===== src/rtl/hazard_pkg.sv =====
// hazard_pkg -- shared definitions for the pipeline hazard controller.
//   state_t      : controller FSM states (RUN / DRAIN / HALTED, encoding 3 illegal)
//   DRAIN_CYCLES : number of cycles spent in DRAIN before freezing
//   REG_ZERO     : architectural zero register index (never a real dependency)
package hazard_pkg;

    typedef enum logic [1:0] {
        RUN    = 2'd0,
        DRAIN  = 2'd1,
        HALTED = 2'd2
    } state_t;

    localparam int         DRAIN_CYCLES = 3;
    localparam logic [4:0] REG_ZERO     = 5'd0;

endpackage


===== src/rtl/sat_counter16.sv =====
// sat_counter16 -- 16-bit event counter that sticks at 16'hFFFF.
// Ports:
//   clk     : clock, counts on the rising edge
//   rst     : asynchronous active-low clear
//   inc_i   : count this cycle
//   count_o : current count
module sat_counter16 (
    input  logic        clk,
    input  logic        rst,
    input  logic        inc_i,
    output logic [15:0] count_o
);

    logic [15:0] count_q;
    logic [15:0] count_d;

    always_comb begin
        count_d = count_q;
        if (inc_i && (count_q != 16'hFFFF)) begin
            count_d = count_q + 16'd1;
        end
    end

    always_ff @(posedge clk or negedge rst) begin
        if (!rst) begin
            count_q <= 16'd0;
        end else begin
            count_q <= count_d;
        end
    end

    assign count_o = count_q;

endmodule


===== src/rtl/hazard_ctrl.sv =====
// hazard_ctrl -- load-use stall, taken-branch flush and halt/drain control
// for a 5-stage pipeline.
// Optional feature macro: HAZARD_STATS_EN (adds saturating stall/flush counters).
// Ports:
//   clk, rst            : clock, asynchronous active-low reset
//   i_ID_rs, i_ID_rt    : source register fields of the instruction in ID
//   i_EX_rt             : destination (rt) of the instruction in EX
//   i_EX_MemRead        : instruction in EX is a load
//   i_ID_Branch_Taken   : branch/jump resolved taken in ID
//   i_ID_Halt           : halt decoded in ID
//   i_Resume            : debug request to leave HALTED
//   o_Stall             : insert NOP into ID/EX
//   o_PC_Write          : PC update enable
//   o_IF_ID_Write       : IF/ID update enable
//   o_IF_ID_Flush       : clear IF/ID to NOP
//   o_Halted            : pipeline drained and frozen
//   o_State             : current FSM state
//   o_Stall_Count       : load-use stall cycles (HAZARD_STATS_EN only)
//   o_Flush_Count       : flush cycles (HAZARD_STATS_EN only)
module hazard_ctrl
    import hazard_pkg::*;
(
    input  logic        clk,
    input  logic        rst,
    input  logic [4:0]  i_ID_rs,
    input  logic [4:0]  i_ID_rt,
    input  logic [4:0]  i_EX_rt,
    input  logic        i_EX_MemRead,
    input  logic        i_ID_Branch_Taken,
    input  logic        i_ID_Halt,
    input  logic        i_Resume,
    output logic        o_Stall,
    output logic        o_PC_Write,
    output logic        o_IF_ID_Write,
    output logic        o_IF_ID_Flush,
    output logic        o_Halted,
    output logic [1:0]  o_State
`ifdef HAZARD_STATS_EN
    ,
    output logic [15:0] o_Stall_Count,
    output logic [15:0] o_Flush_Count
`endif
);

    // DRAIN is entered with the counter at DRAIN_CYCLES-1 and exits after it
    // reaches zero, giving exactly DRAIN_CYCLES cycles in DRAIN.
    localparam logic [1:0] DRAIN_LOAD = 2'(DRAIN_CYCLES - 1);

    state_t     state_q, state_d;
    logic [1:0] drain_cnt_q, drain_cnt_d;

    logic load_use;
    logic stall_c, pc_write_c, if_id_write_c, flush_c, halted_c;
    logic stall_evt;

    assign load_use = i_EX_MemRead && (i_EX_rt != REG_ZERO) &&
                      ((i_EX_rt == i_ID_rs) || (i_EX_rt == i_ID_rt));

    always_comb begin
        state_d       = state_q;
        drain_cnt_d   = drain_cnt_q;
        stall_c       = 1'b0;
        pc_write_c    = 1'b1;
        if_id_write_c = 1'b1;
        flush_c       = 1'b0;
        halted_c      = 1'b0;
        stall_evt     = 1'b0;

        case (state_q)
            RUN: begin
                // Priority: load-use, then halt (wins over a same-cycle
                // branch), then taken branch.
                if (load_use) begin
                    stall_c       = 1'b1;
                    pc_write_c    = 1'b0;
                    if_id_write_c = 1'b0;
                    stall_evt     = 1'b1;
                end else if (i_ID_Halt) begin
                    // The halt itself moves on into EX; fetch is frozen.
                    pc_write_c    = 1'b0;
                    if_id_write_c = 1'b0;
                    state_d       = DRAIN;
                    drain_cnt_d   = DRAIN_LOAD;
                end else if (i_ID_Branch_Taken) begin
                    flush_c = 1'b1;
                end
            end

            DRAIN: begin
                stall_c       = 1'b1;
                pc_write_c    = 1'b0;
                if_id_write_c = 1'b0;
                if (drain_cnt_q == 2'd0) begin
                    state_d = HALTED;
                end else begin
                    drain_cnt_d = drain_cnt_q - 2'd1;
                end
            end

            HALTED: begin
                halted_c      = 1'b1;
                stall_c       = 1'b1;
                pc_write_c    = 1'b0;
                if_id_write_c = 1'b0;
                if (i_Resume) begin
                    // Discard whatever sat in IF/ID while frozen and restart fetch.
                    flush_c    = 1'b1;
                    pc_write_c = 1'b1;
                    state_d    = RUN;
                end
            end

            default: begin
                // Illegal encoding: hold the pipeline for one cycle, recover to RUN.
                stall_c       = 1'b1;
                pc_write_c    = 1'b0;
                if_id_write_c = 1'b0;
                state_d       = RUN;
                drain_cnt_d   = 2'd0;
            end
        endcase
    end

    always_ff @(posedge clk or negedge rst) begin
        if (!rst) begin
            state_q     <= RUN;
            drain_cnt_q <= 2'd0;
        end else begin
            state_q     <= state_d;
            drain_cnt_q <= drain_cnt_d;
        end
    end

    // Control outputs are forced inactive while reset is held, including the
    // otherwise-combinational RUN defaults.
    assign o_Stall       = rst & stall_c;
    assign o_PC_Write    = rst & pc_write_c;
    assign o_IF_ID_Write = rst & if_id_write_c;
    assign o_IF_ID_Flush = rst & flush_c;
    assign o_Halted      = rst & halted_c;
    assign o_State       = state_q;

`ifdef HAZARD_STATS_EN
    logic stall_inc, flush_inc;
    assign stall_inc = rst & stall_evt;
    assign flush_inc = o_IF_ID_Flush;

    sat_counter16 u_stall_cnt (
        .clk     (clk),
        .rst     (rst),
        .inc_i   (stall_inc),
        .count_o (o_Stall_Count)
    );

    sat_counter16 u_flush_cnt (
        .clk     (clk),
        .rst     (rst),
        .inc_i   (flush_inc),
        .count_o (o_Flush_Count)
    );
`else
    logic unused_stall_evt;
    assign unused_stall_evt = stall_evt;
`endif

endmodule


===== config.mk =====
export PLATFORM = sky130hd
export DESIGN_NAME = hazard_ctrl
export DESIGN_NICKNAME = d
export VERILOG_FILES = /design/src/rtl/hazard_pkg.sv /design/src/rtl/sat_counter16.sv /design/src/rtl/hazard_ctrl.sv
export SDC_FILE = /design/constraint.sdc
export NUM_CORES = 1
export LEC_CHECK = 0
export BUFFER_PORTS_ARGS = -buffer_cell sky130_fd_sc_hd__buf_4
export CAP_MARGIN = 20
export CORE_AREA = 2 2 39 41
export CTS_CLUSTER_DIAMETER = 50
export DETAILED_ROUTE_END_ITERATION = 7
export DIE_AREA = 0 0 41 43
export PLACE_DENSITY = 0.68
export RECOVER_POWER = 25
export SLEW_MARGIN = 0
export SYNTH_ARGS = -nofsm -noshare
export SYNTH_HDL_FRONTEND = slang
export SYNTH_SLANG_ARGS = --single-unit

===== constraint.sdc =====
create_clock -name clk -period 3.6 [get_ports clk]
set_input_delay 0.36 -clock clk [delete_from_list [all_inputs] [get_ports clk]]
set_output_delay 0.36 -clock clk [all_outputs]
set_load 0.01 [all_outputs]

# Word level (Yosys, flattened, before mapping)
# Index checks and enable logic that the tools add are counted.
# classes
eq_ne	9
muxes	21
reduce_logical	8
bitwise_logic	6
n_addsub	1
# ops
operator	n
$mux 2	7
$pmux 2 s3	2
$eq 5x5->1	2
$mux 1	10
$ne 2x2->1 const B	5
$reduce_and 4->1	2
$and 1x1->1	5
$reduce_bool 5->1	1
$logic_not 2->1	2
$pmux 1 s2	2
$eq 2x1->1 const B	1
$eq 2x2->1 const B	1
$logic_and 1x1->1	2
$sub 2x1->2 const B	1
$logic_or 1x1->1	1
$not 1->1	1
# totals
regBits	4
input_bits	21
word_cells	47
out_inout_bits	7

# Longest topological paths before layout
# depth
word_depth	6
mapped_depth	6
depth_no_buf	6

# Least setup slack after synthesis
# OpenSTA, ideal clock, no wires.
# synth_path
path_type	input to output
start	input i_EX_rt[1]
end	output o_IF_ID_Flush
n_path_buf	0
t_arrival_ps	1597
required_ps	3240
cell_stages	4
path_slack_ps	1643
cell_sequence	or4_1 o21a_1 and2_4 o31ai_1
# synth_between
elab_chain_len	6
# synth_lines
element	line_no	source
start, declared	hazard_ctrl.sv:27	input logic [4:0] i_EX_rt,
$eq 5x5->1 or $reduce_bool 5->1 (tied branches)	hazard_ctrl.sv:57, hazard_ctrl.sv:56	
$logic_or 1x1->1 or $logic_and 1x1->1 (tied branches)	hazard_ctrl.sv:57, hazard_ctrl.sv:56	
$logic_and 1x1->1 *	hazard_ctrl.sv:56	assign load_use = i_EX_MemRead && (i_EX_rt != REG_ZERO) &&
$mux 1 *	hazard_ctrl.sv:73	if (load_use) begin
$pmux 1 s2 *	hazard_ctrl.sv:69	case (state_q)
$and 1x1->1 *	hazard_ctrl.sv:139	assign o_IF_ID_Flush = rst & flush_c;
end, declared	hazard_ctrl.sv:35	output logic o_IF_ID_Flush,
# Every way passes the cells marked *; elsewhere a longest branch is shown, timed or not.

# Final worst setup path
# Ends and elaborated chain as after synthesis.

==> out/qor.yml <==
setup_path:
  reg2reg_slack_ns: 2.21
  path_max_fanout: 3
  critPathCapture: "o_IF_ID_Flush"
  slowest_delay_ns: 0.51
  startpoint_type: "input port"
  crit_type: "input port to output port"
  r2r_end: "drain_cnt_q[1]"
  cpMostUsedCell: "buf_4"
  cp.arrival_ns: 1.80
  reg2regPathDepth: 6
  path_cells: "buf_4 -> or4_1 -> o21a_1 -> and2_4 -> o31ai_1 -> buf_4"
  regToRegStartpoint: "drain_cnt_q[0]"
  required_ns: 3.24
  cp_slowest_cell: "or4_1"
  end_kind: "output port"
  cp-startpoint: "i_EX_rt[1]"
timing:
  tightest_slew_ns: 0.3185
  rsz0062_at_grt: "no"
  setup_slack_ns: 1.436
  finalMaxSlewViolations: 0
  setup_viol: 0
  fmax_ghz: 0.4622
  final.period_utilization_pct: 60.10
  period_needed_ns: 2.164
  finalHoldViolations: 0
  skew_ns: 0.0001540
  setup_tns_ns: 0
  relSlewSlack_pct: 78.77
hold_path:
  hold_path_class: "input port to flip-flop"
grt:
  grt-busiest-layer: "met2"
  grt_pass1_vias: 417
  grt_pass1_wl_um: 1531
  met3_usage_pct: 5.236
  use_met1_pct: 11.11
  grt_overflow_total: 0
  met2_usage_pct: 22.50
  grt_usage_pct: 12.92
  antenna_found_initial: 0
  grt_max_degree: 11
clock_tree:
  htree_levels: 1
  cts.reportedPaths.clkPinSlew_ns: 0.04
  post_cts_resize_count: 0
  clk_latency_ns: 0.23
  clock-sinks: 4
  ctsRootBufferMaster: "clkbuf_4"
  cts_tree: "done"
  cts.path.max_buffers: 2
  cts_made_buffers: 3
synthesis:
  ys_seq_area_share_pct: 24.54
  syn_nets: 73
  synth-seq-cells: 4
  async_flop_share_pct: 100.0
  yosys.cell_types.count: 24
  synth_edf_count: 0
  synthDominantCellAreaShare_pct: 24.54
  synth.avg_cell_area_sq_um: 7.998
  syn_inst: 51
  synth_area_sq_um: 407.9
  synthFlopType: "dfrtp_1"
  yosys.area.top_type: "dfrtp_1"
  ys_warn_count: 0
  synthTopCellsByArea: "dfrtp_1 (25%), xnor2_1 (21%), nand2_1 (4.6%), nor2_1 (4.6%), nand3_1 (3.7%)"
finish:
  drive_gt1_share_pct: 40.74
  fin_nets: 105
  final_area_sq_um: 655.6
  diodes: 0
  synthToLayoutAreaGrowth_pct: 60.74
run:
  maxCapViolCount: 0
die:
  pin_count: 28
  num_rows: 14
  die_x_um: 41
  initial_core_util_pct: 29.48
  coreArea_sq_mm: 0.001384
  die_h_um: 43
  dieArea_sq_mm: 0.001763
detailed_routing:
  ant_nets: 0
  routed_wl_um: 1063
  num_vias: 465
  drc: 0
  drtIter0Drc: 0
  viasPerCell: 4.794
  wl_per_cell_um: 10.96
  drt_pre_antenna_iters: 1
place:
  place.detailed.hpwl_um: 855.7
  place_congestion: 0.7686
  placed_area_sq_um: 626.9
  io_buffers: 27
  dp_worst_setup_slack_ns: 1.426
pwr:
  internal-power_uw: 206.6
  peakVddDrop_mv: 0.2861
  total_power_uw: 336.8
  p_seq_share_pct: 27.2
  p_leak_uw: 0.0003160
  sw_frac_of_total_pct: 38.67
  powerDensity_mw_per_mm2: 513.8
  p_comb_share_pct: 56.7
  clkPwrFrac_pct: 16.1
  switchingPower_uw: 130.3
run_status:
  status: "finished, final reports clean"
## routing by layer
| metal | up-vias | routed length, um |
|---|---|---|
| li1 | 236 | - |
| met4 | 0 | 17 |
| met2 | 23 | 519 |
| met3 | 2 | 130 |
| met5 | - | 0 |
| met1 | 204 | 397 |
## registers in the layout (all words and copies together), names as in the netlist
| register | flops |
|---|---|
| o_State | 2 |
| drain_cnt_q | 2 |
## what timing repair did
item                      4_1_cts  5_1_grt
hold endpoints to repair        4        0
buffers inserted                0        0
hold buffers                    1        0
## cells by family after synthesis
group	Yosys count	synth area share (%)
XOR/XNOR	11	23.62
AND/OR/NAND/NOR	19	23.01
buffers and inverters	5	4.599
adder cells (fa/ha/maj)	1	3.067
flip-flops	4	24.54
AO/OA/AOI/OAI	11	21.16
## cell usage in the layout, fill, tap and decap left out, drive strengths merged
cell         count
or3              1
and3             1
nor2b            1
a22oi            1
o31ai            2
dfrtp            4
o21a             1
a211oi           1
nand2            5
clkbuf           4
o21ai            1
nor2             5
a21oi            1
nand3            3
a22o             1
a221o            1
o22ai            2
dlygate4sd3      1
or4              1
xnor2           10
xor2             1
inv              4
buf             26
and2             1
ha               1
nand2b           1
## Yosys cell counts (2+ instances only)
| master | count |
|---|---|
| dfrtp_1 | 4 |
| nor2_1 | 5 |
| nand3_1 | 3 |
| o31ai_1 | 2 |
| o22ai_1 | 2 |
| inv_1 | 4 |
| xnor2_1 | 10 |
| nand2_1 | 5 |
## worst max-delay path: cells and delay by family
| family | cells | cell delay [ns] |
|---|---|---|
| simple gates | 2 | 0.68 |
| compound gates | 2 | 0.47 |
| buf+inv | 2 | 0.29 |
## through the flow
stage | std cells | util (%) | hold slack [ns]
floorplan | 51 | - | 0.06441
global placement | 93 | 45.30 | 0.1684
detailed placement | 93 | 45.30 | 0.1681
CTS | 97 | 47.65 | 0.3298
global route | 97 | 47.38 | 0.3346
finish | 97 | 47.38 | 0.3353
## power by group through the flow
stage	clock network (uW)	logic [uW]	registers, uW
after CTS	56.7	193	90.7
after global placement	0	187	90.3
after global routing	61.0	212	95.7
final	54.2	191	91.7
after floorplan	0	124	86.5
after detailed placement	0	191	91.2
## worst min path at each step
stage | startpoint | end | cells after the start
floorplan | rst | drain_cnt_q[0] | 0
global placement | rst | drain_cnt_q[1] | 1
detailed placement | rst | drain_cnt_q[1] | 1
CTS | i_Resume | o_State[1] | 2
global route | i_Resume | o_State[1] | 2
finish | i_Resume | o_State[1] | 2
## layout make-up
type | instances | area [sq um]
clock buffer | 3 | 22.52
fill | 147 | 728.2
inverter | 4 | 15.01
multi-input combinational | 42 | 289.0
sequential | 4 | 100.1
tap | 16 | 20.02
timing repair buffer | 28 | 209.0
Power figures use the tool's default switching activity.
